===== src/rtl/load_store_unit.sv =====
// Load/store unit: byte/half/word access to a 32-word combinational-read data memory.
// Optional macro LSU_MISALIGN_TRAP_EN turns misaligned half/word accesses into errors.
module load_store_unit #(
    parameter int unsigned ADDR_W = 7
) (
    input  logic              clk,
    input  logic              rst,
    input  logic              req_valid,
    output logic              req_ready,
    input  logic              req_we,
    input  logic [ADDR_W-1:0] req_addr,
    input  logic [1:0]        req_size,
    input  logic              req_unsigned,
    input  logic [31:0]       req_wdata,
    output logic              rsp_valid,
    output logic [31:0]       rsp_rdata,
    output logic              rsp_err,
    output logic [ADDR_W-3:0] mem_read_addr,
    input  logic [31:0]       mem_read_data,
    output logic [ADDR_W-3:0] mem_write_addr,
    output logic [31:0]       mem_write_data,
    output logic              mem_we
);

    localparam int unsigned WORD_AW = ADDR_W - 2;

    typedef enum logic [1:0] {
        IDLE   = 2'd0,
        ACCESS = 2'd1,
        RESP   = 2'd2
    } state_t;

    state_t            state;
    logic              r_we;
    logic [ADDR_W-1:0] r_addr;
    logic [1:0]        r_size;
    logic              r_unsigned;
    logic [31:0]       r_wdata;

    logic              misalign_c;
    logic              err_c;
    logic [7:0]        byte_c;
    logic [15:0]       half_c;
    logic [31:0]       load_c;
    logic [31:0]       merge_c;

`ifdef LSU_MISALIGN_TRAP_EN
    assign misalign_c = ((r_size == 2'b01) && r_addr[0]) ||
                        ((r_size == 2'b10) && (r_addr[1:0] != 2'b00));
`else
    assign misalign_c = 1'b0;
`endif

    assign err_c     = (r_size == 2'b11) || misalign_c;
    assign req_ready = (state == IDLE) && !rst;
    // Write strobe is gated by rst so an aborted ACCESS never commits.
    assign mem_we         = (state == ACCESS) && !rst && r_we && !err_c;
    assign mem_write_data = merge_c;

    // Lane selection and extension for loads.
    always_comb begin
        byte_c = mem_read_data[7:0];
        half_c = mem_read_data[15:0];
        load_c = mem_read_data;
        case (r_addr[1:0])
            2'd0:    byte_c = mem_read_data[7:0];
            2'd1:    byte_c = mem_read_data[15:8];
            2'd2:    byte_c = mem_read_data[23:16];
            default: byte_c = mem_read_data[31:24];
        endcase
        half_c = r_addr[1] ? mem_read_data[31:16] : mem_read_data[15:0];
        case (r_size)
            2'b00:   load_c = {{24{~r_unsigned & byte_c[7]}}, byte_c};
            2'b01:   load_c = {{16{~r_unsigned & half_c[15]}}, half_c};
            default: load_c = mem_read_data;
        endcase
    end

    // Read-modify-write merge: only the addressed lane takes store data.
    always_comb begin
        merge_c = mem_read_data;
        case (r_size)
            2'b00: begin
                case (r_addr[1:0])
                    2'd0:    merge_c[7:0]   = r_wdata[7:0];
                    2'd1:    merge_c[15:8]  = r_wdata[7:0];
                    2'd2:    merge_c[23:16] = r_wdata[7:0];
                    default: merge_c[31:24] = r_wdata[7:0];
                endcase
            end
            2'b01: begin
                if (r_addr[1]) merge_c[31:16] = r_wdata[15:0];
                else           merge_c[15:0]  = r_wdata[15:0];
            end
            2'b10:   merge_c = r_wdata;
            default: merge_c = mem_read_data;
        endcase
    end

    always_ff @(posedge clk) begin
        if (rst) begin
            state          <= IDLE;
            r_we           <= 1'b0;
            r_addr         <= '0;
            r_size         <= 2'b00;
            r_unsigned     <= 1'b0;
            r_wdata        <= 32'd0;
            rsp_valid      <= 1'b0;
            rsp_rdata      <= 32'd0;
            rsp_err        <= 1'b0;
            mem_read_addr  <= '0;
            mem_write_addr <= '0;
        end else begin
            rsp_valid <= 1'b0;
            case (state)
                IDLE: begin
                    if (req_valid) begin
                        state          <= ACCESS;
                        r_we           <= req_we;
                        r_addr         <= req_addr;
                        r_size         <= req_size;
                        r_unsigned     <= req_unsigned;
                        r_wdata        <= req_wdata;
                        mem_read_addr  <= WORD_AW'(req_addr[ADDR_W-1:2]);
                        mem_write_addr <= WORD_AW'(req_addr[ADDR_W-1:2]);
                    end
                end
                ACCESS: begin
                    state     <= RESP;
                    rsp_valid <= 1'b1;
                    rsp_err   <= err_c;
                    rsp_rdata <= (err_c || r_we) ? 32'd0 : load_c;
                end
                RESP:    state <= IDLE;
                default: state <= IDLE;
            endcase
        end
    end

endmodule


===== config.mk =====
export PLATFORM = sky130hd
export DESIGN_NAME = load_store_unit
export DESIGN_NICKNAME = d
export VERILOG_FILES = /design/src/rtl/load_store_unit.sv
export SDC_FILE = /design/constraint.sdc
export NUM_CORES = 1
export LEC_CHECK = 0
export CAP_MARGIN = 20
export CORE_AREA = 2 2 99 101
export CTS_CLUSTER_SIZE = 25
export DETAILED_ROUTE_END_ITERATION = 7
export DIE_AREA = 0 0 101 103
export PLACE_DENSITY = 0.94
export SYNTH_ARGS = -nofsm -noshare
export SYNTH_HDL_FRONTEND = slang
export SYNTH_SLANG_ARGS = --single-unit

===== constraint.sdc =====
create_clock -name clk -period 3.2 [get_ports clk]
set_input_delay 0.96 -clock clk [delete_from_list [all_inputs] [get_ports clk]]
set_output_delay 0.96 -clock clk [all_outputs]
set_load 0.05 [all_outputs]

==> impl_metrics.yaml, run 1 <==
status:
  status: "completed"
logic_synthesis:
  ys_seq_area_share_pct: 35.74
  syn-num-nets: 646
  syn-cell-area_um2: 4425
  yosys_warnings: 0
  postSynthAreaPerCell_um2: 7.791
  ys_types: 38
  synthCells: 568
  synth-seq-cells: 79
setup_path:
  setup.worst_path.end_class: "primary output"
  cpPeakStageDelay_ns: 0.61
  criticalPathCategory: "primary input to primary output"
  path_cells: "clkdlybuf4s50_1 -> mux2i_1 -> a21oi_1 -> buf_4"
  crit_fanout: 3
  crit_slowest_cell: "clkdlybuf4s50_1"
  crit_family: "buffers and inverters"
  worstSetupStartpointType: "primary input"
  arrival_ns: 2.17
  required_ns: 2.24
  worst-path-buf-inv: 2
drt:
  wl_per_cell_um: 18.92
  totalWireLength_um: 15680
  via_per_inst: 6.024
  firstDrtPassIters: 8
  vias: 4994
  drc: 0
  drtIter0Drc: 392
  antenna_left: 0
clock_tree:
  cts_buffer_depth: 2
  cts_tree: "done"
  htree_levels: 3
  root_buffer: "clkbuf_8"
  cts.sinks: 79
  numCtsBuffers: 9
  path_clk_slew_ns: 0.08
  clkLatencyLatePin_ns: 0.36
sta:
  fin_ws_ns: 0.06766
  rsz0062_at_grt: "false"
  clock_skew_ns: 0.006056
  hold_violations: 0
  tightest_slew_ns: 0.7772
  fmax_ghz: 0.3193
  relSlewSlack_pct: 48.13
  holdWs_ns: 0.4587
  finalCriticalPeriod_ns: 3.132
  setup_viol: 0
  setup_tns_ns: 0
  fin_crit_sh_pct: 97.89
  finalMaxSlewViolations: 0
final_layout:
  layout-drive-gt1-share_pct: 15.41
  postLayoutCellArea_um2: 6539
  mostFrequentLayoutCells: "117 x clkdlybuf4s50_1, 113 x nand2_1, 83 x a21oi_1, 75 x dfxtp_1, 43 x buf_4"
  final_nets: 787
  final_util_pct: 69.13
  area_delta_synth_final_pct: 47.75
  final_cell_count_no_fill: 829
  nFillCells: 704
  layout_commonest_cell: "clkdlybuf4s50_1"
global_route:
  grt_pass1_wl_um: 23820
  grt.overflow.total: 0
  grt_max_degree: 71
  grt.total_usage_pct: 29.38
  grt_antenna_before_repair: 1
  grt_pass1_vias: 4695
placement:
  gp_congestion: 0.8967
  dp.cells: 810
  postPlaceCellArea_um2: 6265
  place.port_buffers: 155
  dp_hpwl_um: 11530
  place_ws_ns: -0.2202
power_and_ir_drop:
  p_sw_mw: 1.072
  p_seq_share_pct: 36.4
  p_comb_share_pct: 35.5
  power_mw: 3.035
  cell_internal_pwr_mw: 1.963
  p_leak_nw: 2.548
  sw_frac_of_total_pct: 35.31
  max-vdd-ir-drop_v: 0.0003468
  p_per_area_nw_per_um2: 464.1
  p_clk_share_pct: 28.2
floorplan:
  io-pin-count: 156
  die_h_um: 103
  design.core.area_um2: 9459
  die-area_um2: 10400
  initial_core_util_pct: 46.79
  die_w_um: 101
  rows: 36
worst_hold_path:
  hold_path.class: "register to register"
job:
  cap_violations: 0
==> layer usage <==
layer	part of all wire [%]	GRT usage, %	vias up	wire [µm]
met2	49	50.05	310	7672
met4	3.7	12.79	0	585
met1	39	36.33	2326	6134
met5	0	0	-	0
li1	-	-	2299	-
met3	8.2	5.695	59	1291
==> synthesized netlist by cell type <==
master / instances / share of area (%)
mux4_2: 1 / 0.51
mux2_2: 10 / 2.5
a22oi_1: 8 / 1.4
o41ai_1: 16 / 3.2
a32o_1: 8 / 1.8
buf_2: 9 / 1.0
nor4b_1: 1 / 0.20
nor2_1: 15 / 1.3
buf_4: 6 / 1.0
a211oi_1: 7 / 1.2
o21ai_0: 24 / 2.7
a31oi_4: 1 / 0.48
o2111ai_1: 1 / 0.20
a21oi_1: 83 / 9.4
a22o_1: 12 / 2.4
buf_1: 2 / 0.17
a21o_1: 7 / 1.2
and2_1: 2 / 0.28
buf_6: 1 / 0.25
o211ai_1: 1 / 0.17
nand2_1: 114 / 9.7
clkbuf_1: 38 / 3.2
or4b_1: 1 / 0.23
nand2b_1: 3 / 0.42
nor3b_1: 16 / 2.7
nor3_1: 4 / 0.45
inv_1: 19 / 1.6
and3_1: 10 / 1.4
nand3b_1: 1 / 0.17
o21ai_1: 1 / 0.11
o21ai_2: 2 / 0.40
mux2i_1: 32 / 7.2
a221o_1: 3 / 0.68
nor2b_1: 22 / 3.1
a221oi_1: 6 / 1.2
a21oi_2: 1 / 0.20
a31oi_1: 1 / 0.14
dfxtp_1: 79 / 36
==> worst reg2reg max path, delay by kind of cell, from the launching register on <==
family | cells | cell delay (ns)
buffers and inverters | 1 | 0.35
and+or+nand+nor | 1 | 0.11
muxes | 1 | 0.41
AOI/OAI and AO/OA | 2 | 0.61
DFF | 1 | 0.54
==> state kept, by name (all words and copies together), names as in the netlist <==
signal          count
mem_write_addr      5
rsp_err             1
rsp_rdata          32
rsp_valid           1
r_we                1
r_size              2
state               2
r_addr              2
r_unsigned          1
r_wdata            32
==> cells by family (layout without fill, tap and decap cells) <==
kind of cell           after synthesis  count (layout)  share of synthesized area (%)
AO/OA/AOI/OAI                      182             182                          26.75
buffers and inverters               75             221                          7.294
flip-flops                          79              79                          35.74
multiplexers                        43              43                          10.29
other                                0               1                              0
AND/OR/NAND/NOR                    189             189                          19.93
==> power by group through the flow <==
stage	clock network (mW)	registers, mW	logic, mW
after floorplan	0	1.20	0.521
after global placement	0	1.12	1.03
after detailed placement	0	1.12	1.06
after CTS	0.856	1.10	1.06
after global routing	0.902	1.11	1.13
final	0.855	1.10	1.08
==> worst paths after layout <==
kind                            start                          to  slack (ns)  cells after the start
max                 mem_read_data[16]          mem_write_data[16]        0.07                      4
min          r_wdata[23]$_SDFFE_PP0P_    r_wdata[23]$_SDFFE_PP0P_        0.46                      2
max reg2reg    r_addr[1]$_SDFFE_PP0P_  rsp_rdata[10]$_SDFFE_PP0P_        1.07                      5
min reg2reg  r_wdata[23]$_SDFFE_PP0P_    r_wdata[23]$_SDFFE_PP0P_        0.46                      2
==> timing repair <==
action	CTS	global route
buffers inserted	0	2
pin swaps	1	1
hold endpoints to repair	0	0
resized for setup	6	12
hold buffers	0	0
cloned	0	0
setup endpoints to repair	13	22
==> cell type report <==
cell class                      instances  area [µm²]  area share (%)
Multi-Input combinational cell        414        2551           39.02
Timing Repair Buffer                  186        1948           29.79
Sequential cell                        79        1589           24.30
Clock buffer                           11       151.4           2.315
Tap cell                              114       142.6           2.181
Clock inverter                          5       78.83           1.206
Inverter                               19       75.07           1.148
Antenna cell                            1       2.502         0.03827
Power figures use the tool's default switching activity.
==> run 2: changes to the inputs <==
--- a/config.mk
+++ b/config.mk
@@ -5,7 +5,6 @@
 export SDC_FILE = /design/constraint.sdc
 export NUM_CORES = 1
 export LEC_CHECK = 0
-export CAP_MARGIN = 20
 export CORE_AREA = 2 2 99 101
 export CTS_CLUSTER_SIZE = 25
 export DETAILED_ROUTE_END_ITERATION = 7
==> impl_metrics.yaml, run 2 (synthesized netlist as in run 1, its figures left out) <==
worst_hold_path:
  min_to: "r_wdata[19]$_SDFFE_PP0P_"
  holdPathStages: 2
  hold_path.class: "register to register"
  worstHoldStart: "r_wdata[19]$_SDFFE_PP0P_"
setup_path:
  r2r_cells: 5
  setup.worst_path.end_class: "primary output"
  r2r_slack_ns: 1.08
  arrival_ns: 2.16
  crit_slowest_cell: "clkdlybuf4s50_1"
  r2r_end: "rsp_rdata[10]$_SDFFE_PP0P_"
  criticalPathCategory: "primary input to primary output"
  path_cells: "clkdlybuf4s50_1 -> mux2i_1 -> a21oi_1 -> buf_4"
  worstSetupStartpointType: "primary input"
  crit_fanout: 3
  worstReg2RegStart: "r_addr[1]$_SDFFE_PP0P_"
  required_ns: 2.24
  cpPeakStageDelay_ns: 0.61
  crit_start: "mem_read_data[20]"
floorplan:
  die_h_um: 103
  design.core.area_um2: 9459
  io-pin-count: 156
  initial_core_util_pct: 46.79
  die-area_um2: 10400
  rows: 36
  die_w_um: 101
global_route:
  grt.total_usage_pct: 29.15
  grt_antenna_before_repair: 1
  grt_pass1_vias: 4776
  grt_max_degree: 71
  grt_pass1_wl_um: 23680
  grt.overflow.total: 0
drt:
  wl_per_cell_um: 18.93
  via_per_inst: 6.065
  antenna_left: 0
  firstDrtPassIters: 5
  vias: 5010
  drtIter0Drc: 390
  drc: 0
  totalWireLength_um: 15640
power_and_ir_drop:
  max-vdd-ir-drop_v: 0.0003261
  p_per_area_nw_per_um2: 453.4
  p_leak_nw: 2.507
  power_mw: 2.936
placement:
  place.port_buffers: 155
  dp_hpwl_um: 11550
  dp.cells: 809
  gp_congestion: 0.8967
final_layout:
  final_nets: 784
  final_cell_count_no_fill: 826
  nFillCells: 740
  layout-drive-gt1-share_pct: 14.63
  top_regs: "r_wdata (32), rsp_rdata (32), mem_write_addr (5)"
  final_util_pct: 68.45
  area_delta_synth_final_pct: 46.31
  mostFrequentLayoutCells: "117 x clkdlybuf4s50_1, 113 x nand2_1, 83 x a21oi_1, 76 x dfxtp_1, 41 x buf_4"
  layout_commonest_cell: "clkdlybuf4s50_1"
status:
  status: "completed"
clock_tree:
  path_clk_slew_ns: 0.07
  cts_buffer_depth: 2
  root_buffer: "clkbuf_8"
  cts_tree: "done"
  cts.sinks: 79
  post-cts-setup-buffers: 0
  clkLatencyLatePin_ns: 0.35
  ctsHoldBuffers: 0
  numCtsBuffers: 9
  htree_levels: 3
sta:
  finalCriticalPeriod_ns: 3.120
  fin_crit_sh_pct: 97.50
  setup_tns_ns: 0
  fmax_ghz: 0.3205
  setup_viol: 0
  relSlewSlack_pct: 12.61
  tightest_slew_ns: 1.309
  clock_skew_ns: 0.01121
  holdWs_ns: 0.4589
  hold_violations: 0
  finalMaxSlewViolations: 0
job:
  cap_violations: 0
-- run 2: power by group --
part           total, mW  internal (mW)  switching [mW]
clock network      0.763          0.386           0.377
registers           1.10           1.04          0.0595
logic               1.07          0.433           0.637
-- run 2: how the worst max path moves through the flow --
stage | slack [ns] | endpoint | cells past startpoint
6_report | 0.08 | mem_write_data[20] | 4
5_1_grt | -0.03 | mem_write_data[29] | 6
4_1_cts | 0.01 | mem_write_data[28] | 7
3_5_place_dp | -0.23 | mem_write_data[28] | 7
3_3_place_gp | -0.19 | mem_write_data[28] | 7
2_1_floorplan | 0.05 | req_ready | 2
-- run 2: critical path: cells and delay by family --
kind / cells / cell delay [ns]
buffers and inverters: 2 / 0.84
AO/OA/AOI/OAI: 1 / 0.20
multiplexers: 1 / 0.16
-- run 2: per-layer routing --
layer,up-vias,track usage [%],part of all wire [%]
met3,51,4.949,9.0
met5,-,0,0
met4,0,13.62,4.2
li1,2282,-,-
met1,2371,35.27,38
met2,306,50.67,49
-- run 2: repair_timing --
item,in CTS,in global routing
pin swaps,1,1
gates resized for setup,7,9
endpoints found under the setup margin,11,28
-- run 2: final cells by class --
class | count | area, µm² | area share (%)
clock buffer | 12 | 145.1 | 2.242
tap | 114 | 142.6 | 2.203
timing repair buffer | 183 | 1918 | 29.62
clock inverter | 4 | 53.80 | 0.8309
sequential | 79 | 1588 | 24.52
multi-input combinational | 414 | 2554 | 39.44
antenna | 1 | 2.502 | 0.03865
inverter | 19 | 71.32 | 1.101
-- run 2: metrics by stage --
stage	area (µm²)	setup slack [ns]
floorplan	4425	0.04517
global placement	6250	-0.1851
detailed placement	6250	-0.2258
CTS	6464	0.01239
global route	6475	-0.03149
finish	6475	0.08012
